`config.mk`:
```
export PLATFORM = sky130hd
export DESIGN_NAME = life_sequencer
export DESIGN_NICKNAME = d
export VERILOG_FILES = /design/src/rtl/life_sequencer.sv
export SDC_FILE = /design/constraint.sdc
export NUM_CORES = 1
export LEC_CHECK = 0
export ABC_AREA = 1
export CAP_MARGIN = 20
export CORE_MARGIN = 4
export CORE_UTILIZATION = 54
export DETAILED_ROUTE_END_ITERATION = 10
export PLACE_DENSITY = 0.8
export SYNTH_ARGS = -nofsm -noshare
export SYNTH_HDL_FRONTEND = slang
export SYNTH_SLANG_ARGS = --single-unit
```
`constraint.sdc`:
```
create_clock -name clk -period 2.2 [get_ports clk]
set_input_delay 0.55 -clock clk [delete_from_list [all_inputs] [get_ports clk]]
set_output_delay 0.55 -clock clk [all_outputs]
set_load 0.1 [all_outputs]
```
`src/rtl/life_sequencer.sv`:
```
// Generation scheduler for the Conway-life engine.
// Sequences clear / compute / swap / render jobs through the agent selector.
module life_sequencer #(
    parameter int GEN_W = 16,
    parameter int DIV_W = 24
) (
    input  logic             clk,
    input  logic             reset,
    input  logic             run,
    input  logic             step,
    input  logic             clear_req,
    input  logic [DIV_W-1:0] rate_div,
    input  logic             sel_ready,
    output logic             sel_start,
    output logic [1:0]       sel_agent,
    output logic             busy,
    output logic [GEN_W-1:0] generation,
    output logic             gen_done
);

    typedef enum logic [3:0] {
        CLR_ISSUE,
        CLR_WAIT,
        IDLE,
        CMP_ISSUE,
        CMP_WAIT,
        SWP_ISSUE,
        SWP_WAIT,
        RND_ISSUE,
        RND_WAIT,
        DELAY
    } state_t;

    state_t           state;
    state_t           state_n;
    state_t           exit_n;
    logic             guard;
    logic [DIV_W-1:0] delay_cnt;
    logic             clear_pending;
    logic             accept;
    logic             done;
    logic             clr_any;
    logic             rnd_done;
    logic             clr_done;

    function automatic logic is_issue(input state_t s);
        return (s == CLR_ISSUE) || (s == CMP_ISSUE) ||
               (s == SWP_ISSUE) || (s == RND_ISSUE);
    endfunction

    function automatic logic [1:0] agent_of(input state_t s);
        logic [1:0] a;
        unique case (s)
            CMP_ISSUE, CMP_WAIT: a = 2'd1;
            SWP_ISSUE, SWP_WAIT: a = 2'd2;
            RND_ISSUE, RND_WAIT: a = 2'd3;
            default:             a = 2'd0;
        endcase
        return a;
    endfunction

    // sel_start is registered, so acceptance needs both sides asserted;
    // the first WAIT cycle (guard) ignores the stale ready.
    assign accept   = sel_start && sel_ready;
    assign done     = !guard && sel_ready;
    assign clr_any  = clear_pending || clear_req;
    assign rnd_done = (state == RND_WAIT) && done;
    assign clr_done = (state == CLR_WAIT) && done;

    // Decision taken when leaving the inter-generation gap.
    always_comb begin
        exit_n = IDLE;
        if (clr_any) begin
            exit_n = CLR_ISSUE;
        end else if (run) begin
            exit_n = CMP_ISSUE;
        end
    end

    // Next-state selection for the job sequence.
    always_comb begin
        state_n = state;
        unique case (state)
            CLR_ISSUE: if (accept) state_n = CLR_WAIT;
            CLR_WAIT:  if (done) state_n = IDLE;
            IDLE: begin
                if (clr_any) begin
                    state_n = CLR_ISSUE;
                end else if (run || step) begin
                    state_n = CMP_ISSUE;
                end
            end
            CMP_ISSUE: if (accept) state_n = CMP_WAIT;
            CMP_WAIT:  if (done) state_n = SWP_ISSUE;
            SWP_ISSUE: if (accept) state_n = SWP_WAIT;
            SWP_WAIT:  if (done) state_n = RND_ISSUE;
            RND_ISSUE: if (accept) state_n = RND_WAIT;
            RND_WAIT: begin
                if (done) begin
                    state_n = (rate_div != '0) ? DELAY : exit_n;
                end
            end
            DELAY: if (delay_cnt <= DIV_W'(1)) state_n = exit_n;
            default: state_n = CLR_ISSUE;
        endcase
    end

    // State, registered outputs, counters and sticky clear request.
    always_ff @(posedge clk or posedge reset) begin
        if (reset) begin
            state         <= CLR_ISSUE;
            sel_start     <= 1'b0;
            sel_agent     <= 2'd0;
            busy          <= 1'b1;
            generation    <= '0;
            gen_done      <= 1'b0;
            delay_cnt     <= '0;
            clear_pending <= 1'b0;
            guard         <= 1'b0;
        end else begin
            state     <= state_n;
            sel_start <= is_issue(state_n);
            busy      <= (state_n != IDLE);
            guard     <= accept;
            gen_done  <= rnd_done;
            if (state_n != IDLE && state_n != DELAY) begin
                sel_agent <= agent_of(state_n);
            end
            if (rnd_done) begin
                generation <= generation + GEN_W'(1);
            end else if (clr_done) begin
                generation <= '0;
            end
            if (rnd_done) begin
                delay_cnt <= rate_div;
            end else if (state == DELAY && delay_cnt != '0) begin
                delay_cnt <= delay_cnt - DIV_W'(1);
            end
            if (state_n == CLR_ISSUE && state != CLR_ISSUE) begin
                clear_pending <= 1'b0;
            end else if (clear_req && state != IDLE) begin
                clear_pending <= 1'b1;
            end
        end
    end

endmodule

```
### Word-level counts from Yosys, hierarchy flattened

Cells that the tools add are included.
Widths: inputs -> output; s select.

* output and inout bits: 21
* word-level logic and storage cells: 77
* flip-flop bits (word level): 51
* bits of input ports: 30

* $add $sub $neg: 2
* muxes and demuxes: 22
* reduce and logical (&&, ||, !) cells: 25
* magnitude comparators: 1
* equal/unequal tests: 18

Operators with widths (number)
* $mux 24: 2
* $mux 4: 12
* $reduce_bool 24->1: 2
* $pmux 4 s10: 1
* $eq 4x3->1 const B: 8
* $mux 16: 2
* $le 24x1->1 const B: 1
* $sub 24x1->24 const B: 1
* $add 16x1->16 const B: 1
* $eq 4x2->1 const B: 3
* $eq 4x4->1 const B: 3
* $logic_and 1x1->1: 8
* $logic_not 4->1: 2
* $ne 4x2->1 const B: 2
* $pmux 2 s3: 1
* $reduce_bool 2->1: 3
* $reduce_or 2->1: 3
* $logic_or 1x1->1: 5
* $eq 4x1->1 const B: 1
* $ne 4x4->1 const B: 1
* $reduce_bool 4->1: 1
* $mux 1: 3
* $mux 2: 1
* $logic_not 1->1: 1

### Longest topological paths before layout

* depth after elaboration: 9
* mapped depth: 13
* depth with buffers taken out: 13

### Worst setup path after synthesis

OpenSTA, ideal clock, no wires.

* path type: reg2reg
* start point: register generation[0]
* end point: register generation[10]
* setup slack: -0.062 ns
* setup time: 0.083 ns
* arrival: 2.179 ns
* data required time: 2.117 ns
* buffers on the path: 0
* stages on the path, launching flop included: 9
* period minus slack after synthesis: 2.262 ns
* cell sequence: dfrtp_1 -> ha_1 -> nand2_1 -> inv_1 -> nand3_1 -> nor2_1 -> nand4_1 -> xor2_1 -> o21ai_0

* longest elaborated chain between the ends: 2

RTL lines
* start, declared: RTL line 17 `output logic [GEN_W-1:0] generation,`
* start signal, assigned: RTL line 130 `generation <= generation + GEN_W'(1);`
* $add 16x1->16: RTL line 130
* $mux 16: RTL line 129 `if (rnd_done) begin`

Every way passes these cells.
A chain may end at the register's enable or synchronous reset.

### Worst setup path after layout

* start point: input port rate_div[12]
* end point: register sel_agent[1]

* longest elaborated chain between the ends: 7
* elaborated cells on any way between the ends: 17
* classes of those cells: eq/ne: 8; mux: 4; reduce/logical: 5

RTL lines
* start, declared: RTL line 12 `input logic [DIV_W-1:0] rate_div,`
* $reduce_bool 24->1 (*): RTL line 100 `state_n = (rate_div != '0) ? DELAY : exit_n;`
* $mux 4 (*): RTL line 100
* $mux 4 (*): RTL line 99 `if (done) begin`
* $pmux 4 s10 (*): RTL line 83 `unique case (state)`
* net state_n[3]: RTL line 35 `state_t state_n;`
* $eq 4x3->1 (tied with other cells): RTL line 53 `unique case (s)`
* $reduce_or 2->1: RTL line 53
* $pmux 2 s3: RTL line 53
* end signal, assigned: RTL line 127 `sel_agent <= agent_of(state_n);`
* end, declared: RTL line 15 `output logic [1:0] sel_agent,`

Mark *: on every way through the listed nets, which the timed path passes. The rest lies on a longest branch.

==> impl_metrics.toml <==
[clock_network]
worstSkewPairLatency_ns = 0.31
number_of_gates_resized_after_cts = 0
cts_made_buffers = 5
cts_tree = "yes"
clk_transition_reported_paths_ns = 0.10
cts_sinks = 51
ctsHtreeMaxLevel = 2
hold_buffers = 0
cts_setup_buffers = 0
cts_root_buf = "clkbuf_8"
clock_tree.buffer_depth = 2

[synthesis]
postSynthCellCount = 456
synth_seq_cells = 51
synth_seq_area_share_pct = 38.8
syn_nets = 490
synth_async_sr_flop_share_pct = 100
ys.flop_type = "dfrtp_1"
synth-edff-count = 0
yosys_warnings = 0
post_synth.cell_area_avg_um2 = 7.21
synthDistinctLibCells = 35
synth_area_mm2 = 0.00329

[final_layout]
most_frequent_cells_in_the_layout = "nand2_1, nor2_1, inv_1, dfrtp_1, nand3_1"
num-fill-cells = 504
layout-area-overhead-vs-synth_pct = 22.6
stdcell_count = 598
final_net_count = 556
ant_diodes = 0
ff_latch_area_mm2 = 0.00128
final_layout_size_suffix_gt1_share_pct = 14.3
multi_input_area_mm2 = 0.00177
most_common_library_cell_in_the_layout_ignoring_fill_and_taps = "nand2_1"

[floorplan]
die-area_mm2 = 0.00740
floorplan.die.height_um = 86.1
placement_rows = 28
initial_core_util_pct = 55.6
die_width_um = 86.1
io_pins = 51
core_area_mm2 = 0.00592

[timing]
hold_viol_final = 0
tightest_slew_ns = 0.403
final.hold.worst_slack_ns = 0.495
final.period_utilization_pct = 91.2
clock.fmax_mhz = 498
rsz_0062_raised_after_global_routing = "no"
final_critical_path_setup_slack_ns = 0.193
slew_viol_final = 0
finalWorstPathRequiredPeriod_ns = 2.01
worst_clock_skew_ns = 0.0134
timing.final.setup_violations = 0
timing.slew.headroom_pct = 72.9

[critical_path]
regToRegStartpoint = "delay_cnt[0]"
critical-path-max-stage-delay_ns = 0.45
critPathArrivalTime_ns = 2.25
critical_path.slowest_cell = "clkdlybuf4s50_1"
critical_path.cell_chain = "clkdlybuf4s50_1, nor2_1, nand2_1, nor2_1, buf_4, nand4_1, nand2_1, nand3_1, nor2_1, nand2_1, nand2_1, nand2_1, nand2_1"
worst_ep_required_time_ns = 2.45
critical_path.most_common_cell = "nand2_1"
worstSetupPathType = "primary input to flip-flop"
path_max_fanout = 4
cp-end-kind = "flip-flop"
worstSetupStartpointType = "primary input"
cp-startpoint = "rate_div[12]"
critical_path.n_buffers_inverters = 2
path_delay_family = "simple AND/OR/NAND/NOR gates"

[route]
initialDrtViolationCount = 126
wirelength_um = 7990
routed_via_density = 5.39
firstDrtPassIters = 4
remaining_antenna_violation_count_after_routing = 0
detailroute.via_count = 3224
route.detailed.wl_per_inst_um = 13.4
route.detailed.drc = 0

[placement]
final_weighted_congestion_of_routability_driven_global_placement = 0.874
dp_cells = 590
pre_cts_slack_ns = -0.0809
port_buffers = 50
detailedPlacementHpwl_um = 6100

[power]
power.switching_uw = 1720
seq_power_share_pct = 40.1
p_per_area_mw_per_mm2 = 934
pwr-share-comb_pct = 45.0
cellInternalPower_uw = 2040
netSwitchingFraction_pct = 45.7
power_leakage_uw = 0.00189
worst_ir_drop_vdd_mv = 0.887
proportion_of_power_drawn_by_the_clock_network_pct = 14.8

[run]
max-cap-violations = 0

[global_route]
number_of_antenna_violations_at_the_first_check_in_global_routing = 0
global_route_wire_length_before_repair_um = 13500
overall_overflow_remaining_after_global_route = 0
grt_start_max_net_pins = 37
grt_pass1_vias = 3096
gr-usage-all-layers_pct = 22.4

[worst_hold_path]
hold_path.class = "flip-flop to flip-flop"
min_from = "generation[15]"

[run_status]
run_status = "completed"
## flip-flops by register name (all words and copies together) (netlist names)
| register | cells |
|---|---|
| busy | 1 |
| clear_pending | 1 |
| delay_cnt | 24 |
| gen_done | 1 |
| generation | 16 |
| guard | 1 |
| sel_agent | 2 |
| sel_start | 1 |
| state | 4 |
## through the flow
step	util (%)	cell area [um2]	power (uW)	TNS [ns]
floorplan	-	3290	2750	0
global placement	66.6	3940	3170	-0.0842
global route	68.1	4030	4030	0
finish	68.1	4030	3770	0
CTS	68.1	4030	3780	0
detailed placement	66.6	3940	3220	-0.253
## power groups by stage
stage | sequential, uW | combinational (uW) | clock [uW]
3_3_place_gp | 1520 | 1650 | 0
5_1_grt | 1560 | 1860 | 613
3_5_place_dp | 1530 | 1690 | 0
2_1_floorplan | 1840 | 905 | 0
4_1_cts | 1510 | 1700 | 570
6_report | 1510 | 1700 | 557
## synth_stat cells, types with 2 or more instances
cell	instances	area [um2]
o21ai_0	18	90.1
a21oi_1	12	60.1
inv_1	49	184
o211ai_1	13	97.6
nor2_4	2	22.5
inv_2	6	22.5
nand4_1	9	56.3
nand3_2	3	30.0
mux2i_1	2	20.0
nand3_1	36	180
dfrtp_1	50	1250
clkbuf_1	4	15.0
nor2_1	70	263
a31oi_1	2	12.5
nand2_1	120	450
o221ai_1	5	43.8
nor2_2	7	43.8
nor3_1	5	25.0
nor3_2	2	20.0
ha_1	4	50.1
buf_2	2	10.0
xor2_1	21	184
nand2_2	2	12.5
## layout make-up
class	instances	share of cell area [%]
sequential	51	31.8
timing repair buffer	66	14.7
clock buffer	5	1.71
inverter	55	5.12
tap	75	2.33
clock inverter	3	0.497
multi-input combinational	343	43.9
## routing by layer
metal | global-route usage, % | wire [um] | vias up | part of all wire, %
met3 | 4.13 | 490 | 12 | 6.1
met2 | 40.0 | 3960 | 94 | 50
met5 | 0 | 0 | - | 0
met4 | 5.32 | 106 | 0 | 1.3
met1 | 27.9 | 3430 | 1506 | 43
li1 | - | - | 1612 | -
## worst paths after layout
kind                            cells after the start  slack (ns)        endpoint
worst max register to register                      7        0.28   delay_cnt[23]
max in group asynchronous                           3        1.15   generation[1]
worst min-delay path                                1        0.49  generation[15]
worst min register to register                      1        0.49  generation[15]
min in group asynchronous                           2        0.53   delay_cnt[23]
worst max-delay path                               13        0.19    sel_agent[1]
## cells by family after synthesis
logic type,after synthesis,synth area share [%]
DFF,51,38.8
buffers and inverters,62,7.38
and+or+nand+nor,260,35.2
xor gates and xnor gates,21,5.59
AOI/OAI and AO/OA,56,10.9
adders and majority gates,4,1.52
muxes,2,0.609
(Power assumes the default switching activity.)
